File: src/rtl/bin_to_bcd_pkg.sv
// bin_to_bcd_pkg: shared FSM state encoding and the add-3 correction threshold
package bin_to_bcd_pkg;
  typedef enum logic [1:0] {IDLE = 2'd0, SHIFT = 2'd1, DONE = 2'd2} state_t;
  localparam logic [3:0] ADD3_THRESH = 4'd5;
endpackage

File: src/rtl/bin_to_bcd_add3.sv
// bcd_add3: one double-dabble digit correction, adds 3 when the digit is >= 5
//   i_digit  in  4  working BCD digit before the shift
//   o_digit  out 4  corrected digit
module bcd_add3
  import bin_to_bcd_pkg::*;
(
  input  logic [3:0] i_digit,
  output logic [3:0] o_digit
);
  assign o_digit = (i_digit >= ADD3_THRESH) ? i_digit + 4'd3 : i_digit;
endmodule

File: src/rtl/bin_to_bcd.sv
// bin_to_bcd: sequential double-dabble binary to packed BCD converter
//   clk    in  1          rising-edge clock
//   rst_n  in  1          asynchronous active-low reset
//   bin    in  BIN_WIDTH  operand, sampled when start is accepted
//   start  in  1          conversion request, accepted only while ready
//   ready  out 1          high while idle
//   done   out 1          one-cycle pulse when bcd holds a new result
//   bcd    out 4*DIGITS   packed BCD result, digit 0 in [3:0]
module bin_to_bcd
  import bin_to_bcd_pkg::*;
#(
  parameter int BIN_WIDTH = 10,
  parameter int DIGITS    = 4
) (
  input  logic                  clk,
  input  logic                  rst_n,
  input  logic [BIN_WIDTH-1:0]  bin,
  input  logic                  start,
  output logic                  ready,
  output logic                  done,
  output logic [4*DIGITS-1:0]   bcd
);
  localparam int CW = $clog2(BIN_WIDTH + 1);
  state_t                r_state, w_state_n;
  logic [BIN_WIDTH-1:0]  r_bin, w_bin_n;
  logic [4*DIGITS-1:0]   r_work, w_work_n, r_bcd, w_bcd_n, w_adj, w_work_sh;
  logic [CW-1:0]         r_cnt, w_cnt_n;
  for (genvar d = 0; d < DIGITS; d++) begin : g_add3
    bcd_add3 u_add3 (.i_digit(r_work[4*d +: 4]), .o_digit(w_adj[4*d +: 4]));
  end
  // corrected digits shifted left with the operand MSB entering digit 0
  assign w_work_sh = {w_adj[4*DIGITS-2:0], r_bin[BIN_WIDTH-1]};
  always_comb begin
    w_state_n = r_state;
    w_bin_n   = r_bin;
    w_work_n  = r_work;
    w_cnt_n   = r_cnt;
    w_bcd_n   = r_bcd;
    case (r_state)
      IDLE: if (start) begin
        w_state_n = SHIFT;
        w_bin_n   = bin;
        w_work_n  = '0;
        w_cnt_n   = CW'(BIN_WIDTH);
      end
      SHIFT: begin
        w_bin_n  = r_bin << 1;
        w_work_n = w_work_sh;
        w_cnt_n  = r_cnt - CW'(1);
        if (r_cnt == CW'(1)) begin
          w_state_n = DONE;
          w_bcd_n   = w_work_sh;
        end
      end
      default: w_state_n = IDLE;
    endcase
  end
  always_ff @(posedge clk or negedge rst_n) begin
    if (!rst_n) begin
      r_state <= IDLE;
      r_bin   <= '0;
      r_work  <= '0;
      r_cnt   <= '0;
      r_bcd   <= '0;
    end else begin
      r_state <= w_state_n;
      r_bin   <= w_bin_n;
      r_work  <= w_work_n;
      r_cnt   <= w_cnt_n;
      r_bcd   <= w_bcd_n;
    end
  end
  assign ready = (r_state == IDLE);
  assign done  = (r_state == DONE);
  assign bcd   = r_bcd;
endmodule

File: config.mk
export PLATFORM = sky130hd
export DESIGN_NAME = bin_to_bcd
export DESIGN_NICKNAME = d
export VERILOG_FILES = /design/src/rtl/bin_to_bcd_pkg.sv /design/src/rtl/bin_to_bcd_add3.sv /design/src/rtl/bin_to_bcd.sv
export SDC_FILE = /design/constraint.sdc
export NUM_CORES = 1
export LEC_CHECK = 0
export CAP_MARGIN = 20
export CORE_MARGIN = 2
export CORE_UTILIZATION = 49
export DETAILED_ROUTE_END_ITERATION = 12
export GPL_TIMING_DRIVEN = 0
export PLACE_DENSITY = 0.81
export SLEW_MARGIN = 20
export SYNTH_ARGS = -nofsm -noshare
export SYNTH_HDL_FRONTEND = slang
export SYNTH_SLANG_ARGS = --single-unit
File: constraint.sdc
create_clock -name clk -period 1.6 [get_ports clk]
set_input_delay 0.48 -clock clk [delete_from_list [all_inputs] [get_ports clk]]
set_output_delay 0.48 -clock clk [all_outputs]
set_load 0.005 [all_outputs]
; Word-level counts from Yosys, hierarchy flattened
; Cells that the tools add are included.
[totals]
regBits = 48
output_inout_bits = 18
elab_cells = 37
[classes]
n_eq_ne = 5
addsub = 5
n_mux = 13
n_reduce_logical = 5
n_lt_le_gt_ge = 4
[ops]
columns = cell, count
row1 = $pmux W16 S2, 1
row2 = $pmux W10 S2, 1
row3 = $ge A4 B3 Y1 const B, 4
row4 = $mux W16, 1
row5 = $mux W4, 4
row6 = $add A4 B2 Y4 const B, 3
row7 = $mux W10, 1
row8 = $pmux W4 S2, 1
row9 = $reduce_and A2 Y1, 3
row10 = $eq A4 B1 Y1 const B, 1
row11 = $mux W2, 2
row12 = $ne A2 B2 Y1 const B, 2
row13 = $pmux W2 S2, 1
row14 = $sub A4 B1 Y4 const B, 1
row15 = $add A3 B2 Y3 const B, 1
row16 = $mux W3, 1
row17 = $eq A2 B1 Y1 const B, 1
row18 = $eq A2 B2 Y1 const B, 1
row19 = $logic_not A2 Y1, 1
row20 = $reduce_bool A2 Y1, 1

; Longest topological paths before layout
; Gate-level depths: netlist (run 1).
[depth]
ltp_word = 3
depth_mapped = 7

; Hierarchy
; From an unflattened synthesis (run 1), not the netlist that was laid out.
[hier_totals]
cells_unflattened = 242
hier_area_um2 = 2413.6
[by_module_without_submodules]
columns = mod, seq_area_each_um2, area_per_inst_um2, instances, cells_each
row1 = bin_to_bcd, 1201.2, 2008.2, 1, 178
row2 = bcd_add3, 0.0, 101.3, 4, 16

; Least setup slack after synthesis (run 1)
; OpenSTA, ideal clock, no wires.
[synth_timing]
path_kind = reg-to-reg
from = reg r_work[0]
to = reg r_work[2]
path_stages_with_launch = 7
setup_time_ns = 0.083
setup_slack_ns = 0.099
path_buffers = 0
required_ns = 1.517
period_less_slack_ns = 1.501
arrival_ns = 1.418
path_cell_list = dfrtp_1 > inv_1 > ha_1 > nand2b_1 > a21oi_1 > mux2_2 > o21ai_0
[synth_between]
elab_chain_len = 3
word_cells_on_any_way = 4
[synth_rtl]
columns = element, line
row1 = "start, declared", bin_to_bcd.sv:26  ; logic [4*DIGITS-1:0] r_work, w_work_n, r_bcd, w_bcd_n, w_adj, w_work_sh;
row2 = "start signal, assigned", bin_to_bcd.sv:68  ; r_work <= w_work_n;
row3 = $add A4 B2 Y4 / $ge A4 B3 Y1 (equally long branches), bin_to_bcd_add3.sv:10  ; assign o_digit = (i_digit >= ADD3_THRESH) ? i_digit + 4'd3 : i_digit;
row4 = $mux W4 (*), bin_to_bcd_add3.sv:10
row5 = $pmux W16 S2 (*), bin_to_bcd.sv:39  ; case (r_state)
; Every way passes the cells marked *; elsewhere a longest branch is shown, timed or not.
; A chain may end at the register's enable or synchronous reset.

; Worst setup path in the final report (run 1)
[layout_timing]
from = in start
to = reg r_work[11]
[layout_between]
elab_chain_len = 2
[layout_rtl]
columns = element, line
row1 = "start, declared", bin_to_bcd.sv:18  ; input logic start,
row2 = $ne A2 B2 Y1 (no line), --
row3 = $reduce_and A2 Y1 (no line), --
; Every way passes these cells.

==> metrics.txt, run 1 <==
# TYPE chip_impl_metric gauge
chip_impl_metric{name="fillerInstances",unit=""} 319
chip_impl_metric{name="synth_seq_area_share",unit="%"} 53.9
chip_impl_metric{name="ratio_of_cells_with_drive_above_1_in_the_final_layout",unit="%"} 26.6
chip_impl_metric{name="slew_headroom",unit="%"} 74.7
chip_impl_metric{name="worst_setup_skew_after_layout",unit="ps"} 10.0
chip_impl_metric{name="dieArea",unit="µm²"} 5100
chip_impl_metric{name="htreeDepth",unit=""} 2
chip_impl_info{name="post-synth-top-area-cell",value="dfrtp_1"} 1
chip_impl_info{name="tritoncts",value="done"} 1
chip_impl_metric{name="dpl.hpwl",unit="mm"} 3.40
chip_impl_metric{name="io_pins",unit=""} 31
chip_impl_info{name="synth.area.top_cells",value="dfrtp_1 (54%), nand2_1 (7.8%), ha_1 (5.6%), o21ai_0 (5.4%), a22oi_1 (3.0%)"} 1
chip_impl_metric{name="syn_nets",unit=""} 247
chip_impl_metric{name="asyncSetResetFlopFracSynth",unit="%"} 100
chip_impl_metric{name="synth_top_cell_area_share",unit="%"} 53.9
chip_impl_metric{name="number_of_global_route_vias_before_repair",unit=""} 1839
chip_impl_metric{name="antenna_cells_inserted",unit=""} 0
chip_impl_info{name="critical_path_cell_by_cell",value="clkdlybuf4s50_1, nor3b_4, nor2_4, buf_6, o21ai_1, o21ai_1"} 1
chip_impl_metric{name="synthesis.instances",unit=""} 224
chip_impl_metric{name="area_delta_synth_final",unit="%"} 37.2
chip_impl_info{name="worst_setup_path_startpoint",value="start"} 1
chip_impl_metric{name="setup_viol",unit=""} 0
chip_impl_info{name="synth_top_family_by_area",value="compound AO/OA/AOI/OAI gates"} 1
chip_impl_metric{name="worst_ep_required_time",unit="ps"} 1800
chip_impl_info{name="clock-root-buffer",value="clkbuf_8"} 1
chip_impl_metric{name="clock.fmax",unit="MHz"} 631
chip_impl_metric{name="layout_setup_ws",unit="ps"} 14.2
chip_impl_metric{name="preCtsSetupSlack",unit="ps"} -383
chip_impl_info{name="worst_path_max_delay_cell",value="clkdlybuf4s50_1"} 1
chip_impl_metric{name="worstPathMaxFanout",unit=""} 7
chip_impl_info{name="cp-end-kind",value="register"} 1
chip_impl_metric{name="slew_at_the_pin_closest_to_its_max_slew_limit",unit="ps"} 376
chip_impl_metric{name="syn-cell-area",unit="µm²"} 2230
chip_impl_metric{name="cellPowerDensity",unit="nW/µm²"} 2100
chip_impl_metric{name="finalHoldViolations",unit=""} 0
chip_impl_metric{name="routabilityCongestion",unit=""} 0.734
chip_impl_metric{name="global_route_wire_length_before_repair",unit="mm"} 8.35
chip_impl_metric{name="leak_pwr",unit="nW"} 1.44
chip_impl_metric{name="cts-root-to-sink-buffers",unit=""} 2
chip_impl_metric{name="overall_overflow_remaining_after_global_route",unit=""} 0
chip_impl_info{name="critPathTopFamily",value="buffers and inverters"} 1
chip_impl_metric{name="critical_path_buf_inv_count",unit=""} 2
chip_impl_info{name="cp_common_cell",value="o21ai_1"} 1
chip_impl_metric{name="yosys_warnings",unit=""} 0
chip_impl_metric{name="crit_arrival",unit="ps"} 1780
chip_impl_metric{name="clk_transition_reported_paths",unit="ps"} 90
chip_impl_metric{name="fp.coreArea",unit="µm²"} 4350
chip_impl_metric{name="ant_nets",unit=""} 0
chip_impl_metric{name="drtPass1Iterations",unit=""} 4
chip_impl_metric{name="worst_path_largest_cell_delay",unit="ps"} 490
chip_impl_metric{name="post_route_drc",unit=""} 0
chip_impl_metric{name="grt_max_degree",unit=""} 34
chip_impl_metric{name="grt_util_all_layers",unit="%"} 21.0
chip_impl_metric{name="drt_iter0_markers",unit=""} 155
chip_impl_metric{name="routed_wirelength",unit="mm"} 5.46
chip_impl_metric{name="final_nets",unit=""} 312
chip_impl_metric{name="die_x",unit="µm"} 71.4
chip_impl_metric{name="synth_mux_area_share",unit="%"} 3.03
chip_impl_info{name="timing.hold.worst.class",value="primary input to asynchronous set/reset pin"} 1
chip_impl_metric{name="post_synthesis_compound_gate_area_fraction",unit="%"} 16.1
chip_impl_metric{name="grt_antenna_before_repair",unit=""} 0
chip_impl_metric{name="number_of_core_rows",unit=""} 24
chip_impl_metric{name="via_count",unit=""} 1933
chip_impl_metric{name="clock_insertion_delay_worst_skew",unit="ps"} 310
chip_impl_metric{name="synth.avg_cell_area",unit="µm²"} 9.94
chip_impl_metric{name="port_buffers",unit=""} 30
chip_impl_metric{name="synth-simple-area-share",unit="%"} 16.0
chip_impl_metric{name="timing.final.max_slew_violations",unit=""} 0
chip_impl_info{name="grt_setup_unrepaired",value="true"} 1
chip_impl_info{name="start_kind",value="primary input"} 1
chip_impl_info{name="most_frequent_standard_cell_in_the_layout_excluding_fill_and_tap_cells",value="dfrtp_1"} 1
chip_impl_metric{name="cts_buffers",unit=""} 5
chip_impl_metric{name="post_synth_xor_area_fraction",unit="%"} 1.57
chip_impl_info{name="dominantRegCellSynth",value="dfrtp_1"} 1
chip_impl_info{name="critical_path_class",value="primary input to register"} 1
chip_impl_metric{name="synth_cell_type_count",unit=""} 28
chip_impl_metric{name="wl_per_cell",unit="µm"} 16.0
chip_impl_metric{name="multiInputGateArea",unit="µm²"} 1050
chip_impl_metric{name="route.detailed.vias_per_inst",unit=""} 5.65
chip_impl_metric{name="clock-sinks",unit=""} 48
chip_impl_metric{name="cap_violations",unit=""} 0
chip_impl_metric{name="ir_worst_vdd",unit="V"} 0.00113
chip_impl_metric{name="die-height",unit="µm"} 71.4
chip_impl_metric{name="synth_edf_count",unit=""} 0
chip_impl_metric{name="ff_latch_count_synth",unit=""} 48
chip_impl_metric{name="adder_and_majority_cell_fraction_of_the_synthesized_area",unit="%"} 5.62
chip_impl_metric{name="period_minus_slack",unit="ps"} 1590
chip_impl_metric{name="initial_utilization",unit="%"} 51.1
chip_impl_metric{name="register_area",unit="µm²"} 1200
chip_impl_info{name="worst_r2r_startpoint",value="r_state[1]$_DFFE_PN0P_"} 1
chip_impl_info{name="outcome",value="finished clean"} 1
chip_impl_metric{name="post-route-util",unit="%"} 70.2
chip_impl_info{name="most-common-layout-cells",value="dfrtp_1 (47), nand2_1 (46), buf_4 (25)"} 1
chip_impl_metric{name="fin_tns_setup",unit="ps"} 0
chip_impl_metric{name="layout_worst_path_cycle_share",unit="%"} 99.1
-- layout make-up --
class	count	share of cell area (%)
inverter	11	1.43
sequential	48	39.4
buffer	9	2.38
tap	52	2.13
multi-input combinational	156	34.4
timing repair buffer	58	16.3
clock buffer	6	2.70
clock inverter	2	1.27
-- cells in the mapped netlist (2+ instances only) --
cell type / n
dfrtp_1: 48
nand2_1: 46
o21ai_0: 24
a21oi_1: 12
o21ai_1: 12
ha_1: 10
inv_1: 10
a22oi_1: 9
buf_2: 7
nand2b_1: 5
nor3_1: 5
a31oi_1: 4
mux2_2: 4
or3b_2: 4
xnor2_1: 4
nor3b_1: 3
a22o_1: 2
clkbuf_1: 2
mux2_1: 2
nor2b_1: 2
nor3b_2: 2
-- metrics by stage --
stage / instances / total power [mW] / instance area, µm² / hold slack (ps)
2_1_floorplan: 224 / 3.71 / 2230 / 184
3_3_place_gp: 306 / 4.54 / 2590 / 459
3_5_place_dp: 307 / 4.70 / 2610 / 422
4_1_cts: 328 / 5.80 / 2840 / 86.3
5_1_grt: 342 / 6.90 / 3060 / 88.7
6_report: 342 / 6.42 / 3060 / 73.3
-- path summary, 6_finish.rpt --
kind                                                to  slack [ps]  cells after the start
worst max register to register  r_work[11]$_DFFE_PN0P_          30                      7
worst min-delay path               bcd[14]$_DFFE_PN0P_          70                      1
worst max-delay path            r_work[11]$_DFFE_PN0P_          10                      6
min in group clk                  r_bin[6]$_DFFE_PN0P_         490                      2
worst min register to register    r_bin[6]$_DFFE_PN0P_         490                      2
max in group asynchronous         r_bin[9]$_DFFE_PN0P_        1020                      2
-- repair_timing --
| action | CTS | global route |
|---|---|---|
| cloned | 0 | 2 |
| pin swaps | 4 | 9 |
| hold buffers | 0 | 0 |
| setup endpoints to repair | 47 | 37 |
| gates resized for setup | 34 | 44 |
| buffers inserted | 13 | 12 |
-- power breakdown --
group	internal, mW	switching [mW]	total [mW]	leakage [nW]
Combinational	1.65	1.64	3.29	0.778
Clock	0.511	0.422	0.933	0.0614
Sequential	1.77	0.420	2.19	0.601
-- worst register-to-register path, delay by kind of cell, from the launching register on --
| kind | cells | cell delay [ps] |
|---|---|---|
| AND/OR/NAND/NOR | 2 | 430 |
| buffers and inverters | 3 | 420 |
| flip-flops | 1 | 380 |
| AO/OA/AOI/OAI | 2 | 230 |
-- state kept, by name, summed over array words and instances (netlist names) --
register  flops
bcd          16
r_work       16
r_bin        10
r_cnt         4
r_state       2
-- metal layers --
layer  track usage (%)  part of all wire [%]  wire length [µm]
met2              36.1                    51              2780
met4              6.92                   1.4                77
met1              26.9                    42              2310
met5                 0                     0                 0
met3              3.80                   5.3               289
-- cell families after synthesis --
family	count (synthesis)
buffers and inverters	20
xor gates and xnor gates	4
adders and majority gates	10
AOI/OAI and AO/OA	64
DFF	48
and+or+nand+nor	72
muxes	6
No activity file was read; power rests on OpenSTA's default activity.
==> inputs of run 2 (changes only) <==
--- a/config.mk
+++ b/config.mk
@@ -6,10 +6,10 @@
 export NUM_CORES = 1
 export LEC_CHECK = 0
 export CAP_MARGIN = 20
-export CORE_MARGIN = 2
 export CORE_UTILIZATION = 49
 export DETAILED_ROUTE_END_ITERATION = 12
 export GPL_TIMING_DRIVEN = 0
+export HOLD_SLACK_MARGIN = 0.12
 export PLACE_DENSITY = 0.81
 export SLEW_MARGIN = 20
 export SYNTH_ARGS = -nofsm -noshare
==> run 2 against run 1 <==
Effect of this change: total power down 6.6%; worst hold slack better by 51 ps; combinational power down 7.9%; clock-buffer cell count up 1; largest power group unchanged; flip-flop and latch count unchanged; critical path type is now register to primary output; clock skew down 1.2 ps; via count down 3.1%; non-clock buffer count down 5; first-iteration DRC count down 32%; die area down 5.5%.
==> metrics.txt, run 2 (same netlist as run 1, synthesis figures left out) <==
# TYPE chip_impl_metric gauge
chip_impl_info{name="critical_path_cell_by_cell",value="buf_4, nor2_2, clkbuf_2"} 1
chip_impl_metric{name="number_of_global_route_vias_before_repair",unit=""} 1777
chip_impl_metric{name="setup_viol",unit=""} 0
chip_impl_metric{name="layout_worst_path_cycle_share",unit="%"} 96.2
chip_impl_metric{name="slew_headroom",unit="%"} 67.6
chip_impl_metric{name="number_of_core_rows",unit=""} 24
chip_impl_metric{name="cts-root-to-sink-buffers",unit=""} 2
chip_impl_metric{name="ant_nets",unit=""} 0
chip_impl_metric{name="global_route_wire_length_before_repair",unit="mm"} 8.25
chip_impl_metric{name="finalHoldViolations",unit=""} 0
chip_impl_metric{name="timing.final.max_slew_violations",unit=""} 0
chip_impl_metric{name="drtPass1Iterations",unit=""} 4
chip_impl_metric{name="antenna_cells_inserted",unit=""} 0
chip_impl_metric{name="clk_transition_reported_paths",unit="ps"} 90
chip_impl_metric{name="fp.coreArea",unit="µm²"} 4350
chip_impl_metric{name="grt_max_degree",unit=""} 30
chip_impl_metric{name="cap_violations",unit=""} 0
chip_impl_metric{name="clock.fmax",unit="MHz"} 649
chip_impl_metric{name="crit_arrival",unit="ps"} 1060
chip_impl_metric{name="clock-sinks",unit=""} 48
chip_impl_metric{name="overall_overflow_remaining_after_global_route",unit=""} 0
chip_impl_metric{name="dpl.hpwl",unit="mm"} 3.27
chip_impl_metric{name="grt_antenna_before_repair",unit=""} 0
chip_impl_metric{name="slew_at_the_pin_closest_to_its_max_slew_limit",unit="ps"} 485
chip_impl_info{name="clock-root-buffer",value="clkbuf_8"} 1
chip_impl_metric{name="ir_worst_vdd",unit="V"} 0.00116
chip_impl_info{name="outcome",value="finished clean"} 1
chip_impl_metric{name="worst_path_largest_cell_delay",unit="ps"} 410
chip_impl_metric{name="grt_util_all_layers",unit="%"} 21.9
chip_impl_metric{name="ratio_of_cells_with_drive_above_1_in_the_final_layout",unit="%"} 24.9
chip_impl_info{name="grt_setup_unrepaired",value="true"} 1
chip_impl_info{name="timing.hold.worst.class",value="primary input to asynchronous set/reset pin"} 1
chip_impl_metric{name="cts_buffers",unit=""} 5
chip_impl_metric{name="port_buffers",unit=""} 30
chip_impl_metric{name="cellPowerDensity",unit="nW/µm²"} 2030
chip_impl_metric{name="critical_path_buf_inv_count",unit=""} 2
chip_impl_metric{name="htreeDepth",unit=""} 2
chip_impl_metric{name="route.detailed.vias_per_inst",unit=""} 5.56
chip_impl_info{name="most_frequent_standard_cell_in_the_layout_excluding_fill_and_tap_cells",value="dfrtp_1"} 1
chip_impl_info{name="tritoncts",value="done"} 1
chip_impl_metric{name="io_pins",unit=""} 31
chip_impl_metric{name="cts_hold_buf",unit=""} 0
chip_impl_info{name="critPathTopFamily",value="flip-flops"} 1
chip_impl_metric{name="worst_ep_required_time",unit="ps"} 1120
chip_impl_metric{name="clock_insertion_delay_worst_skew",unit="ps"} 300
chip_impl_metric{name="die-height",unit="µm"} 69.4
chip_impl_metric{name="wl_per_cell",unit="µm"} 15.1
chip_impl_metric{name="final_nets",unit=""} 307
chip_impl_metric{name="leak_pwr",unit="nW"} 1.38
chip_impl_metric{name="routabilityCongestion",unit=""} 0.753
chip_impl_info{name="start_kind",value="register"} 1
chip_impl_info{name="cp-end-kind",value="primary output"} 1
chip_impl_metric{name="die_x",unit="µm"} 69.4
chip_impl_info{name="worst_path_max_delay_cell",value="dfrtp_1"} 1
chip_impl_metric{name="reg2reg_setup_slack",unit="ps"} 60
chip_impl_metric{name="dieArea",unit="µm²"} 4820
chip_impl_metric{name="post_route_drc",unit=""} 0
chip_impl_info{name="most-common-layout-cells",value="dfrtp_1 (48), nand2_1 (45), buf_4 (22)"} 1
chip_impl_metric{name="period_minus_slack",unit="ps"} 1540
chip_impl_metric{name="worstPathMaxFanout",unit=""} 3
chip_impl_metric{name="drt_iter0_markers",unit=""} 105
chip_impl_metric{name="via_count",unit=""} 1874
chip_impl_metric{name="stdcell_count",unit=""} 337
chip_impl_metric{name="worst_setup_skew_after_layout",unit="ps"} 8.88
chip_impl_metric{name="post-layout-total-power",unit="mW"} 5.99
chip_impl_metric{name="routed_wirelength",unit="mm"} 5.09
chip_impl_metric{name="area_delta_synth_final",unit="%"} 32.8
chip_impl_metric{name="post-place-cells",unit=""} 307
chip_impl_metric{name="initial_utilization",unit="%"} 51.1
chip_impl_info{name="critical_path_class",value="register to primary output"} 1
==> run 2: changes by cell type in the layout (fill, tap and decap cells not counted), sizes merged <==
cell / before / now
clkinv: 1 / 0
clkbuf: 7 / 9
buf: 38 / 32
bufinv: 1 / 0
clkinvlp: 0 / 1
==> run 2: per-layer routing <==
layer / vias up / share of wire [%] / track usage, %
li1: 890 / - / -
met1: 928 / 41 / 27.9
met2: 47 / 52 / 36.9
met3: 9 / 4.8 / 4.36
met4: 0 / 1.7 / 8.16
met5: - / 0 / 0
==> run 2: stage by stage <==
stage	setup TNS (ps)	util [%]	hold slack, ps	instance area, µm²	worst slack (ps)
after floorplan	0	-	184	2230	99.5
after global placement	-69720	59.5	459	2590	-1270
after detailed placement	-9530	59.9	462	2610	-369
after CTS	-63.1	64.7	130	2820	-49.4
after global routing	-16.9	67.9	149	2960	-14.3
final	0	67.9	124	2960	60.2
==> run 2: cell type report <==
| cell class | instances | area [µm²] |
|---|---|---|
| Fill cell | 334 | 1400 |
| Multi-Input combinational cell | 156 | 1030 |
| Timing Repair Buffer | 53 | 455 |
| Clock buffer | 7 | 86.3 |
| Inverter | 11 | 43.8 |
| Buffer | 9 | 68.8 |
| Sequential cell | 48 | 1200 |
| Clock inverter | 1 | 7.51 |
| Tap cell | 52 | 65.1 |
==> run 2: worst paths after layout <==
path	start	to	depth (start not counted)
hold reg to reg	r_bin[5]$_DFFE_PN0P_	r_bin[5]$_DFFE_PN0P_	2
min in group clk	r_bin[5]$_DFFE_PN0P_	r_bin[5]$_DFFE_PN0P_	2
setup / recovery	r_state[0]$_DFFE_PN0P_	ready	3
max in group asynchronous	rst_n	r_cnt[0]$_DFFE_PN0P_	2
hold / removal	rst_n	bcd[8]$_DFFE_PN0P_	1
setup reg to reg	r_work[1]$_DFFE_PN0P_	r_work[2]$_DFFE_PN0P_	6
==> run 2: report_power, final <==
group	internal [mW]	switching [mW]	total (mW)
Clock	0.352	0.405	0.756
Combinational	1.51	1.53	3.03
Sequential	1.77	0.436	2.20
Total	3.63	2.37	5.99
==> run 2: what timing repair did <==
item / CTS / global route
buffers inserted: 13 / 9
gates resized for setup: 32 / 31
endpoints found under the setup margin: 53 / 31
hold endpoints to repair: 0 / 0
pin swaps: 2 / 8
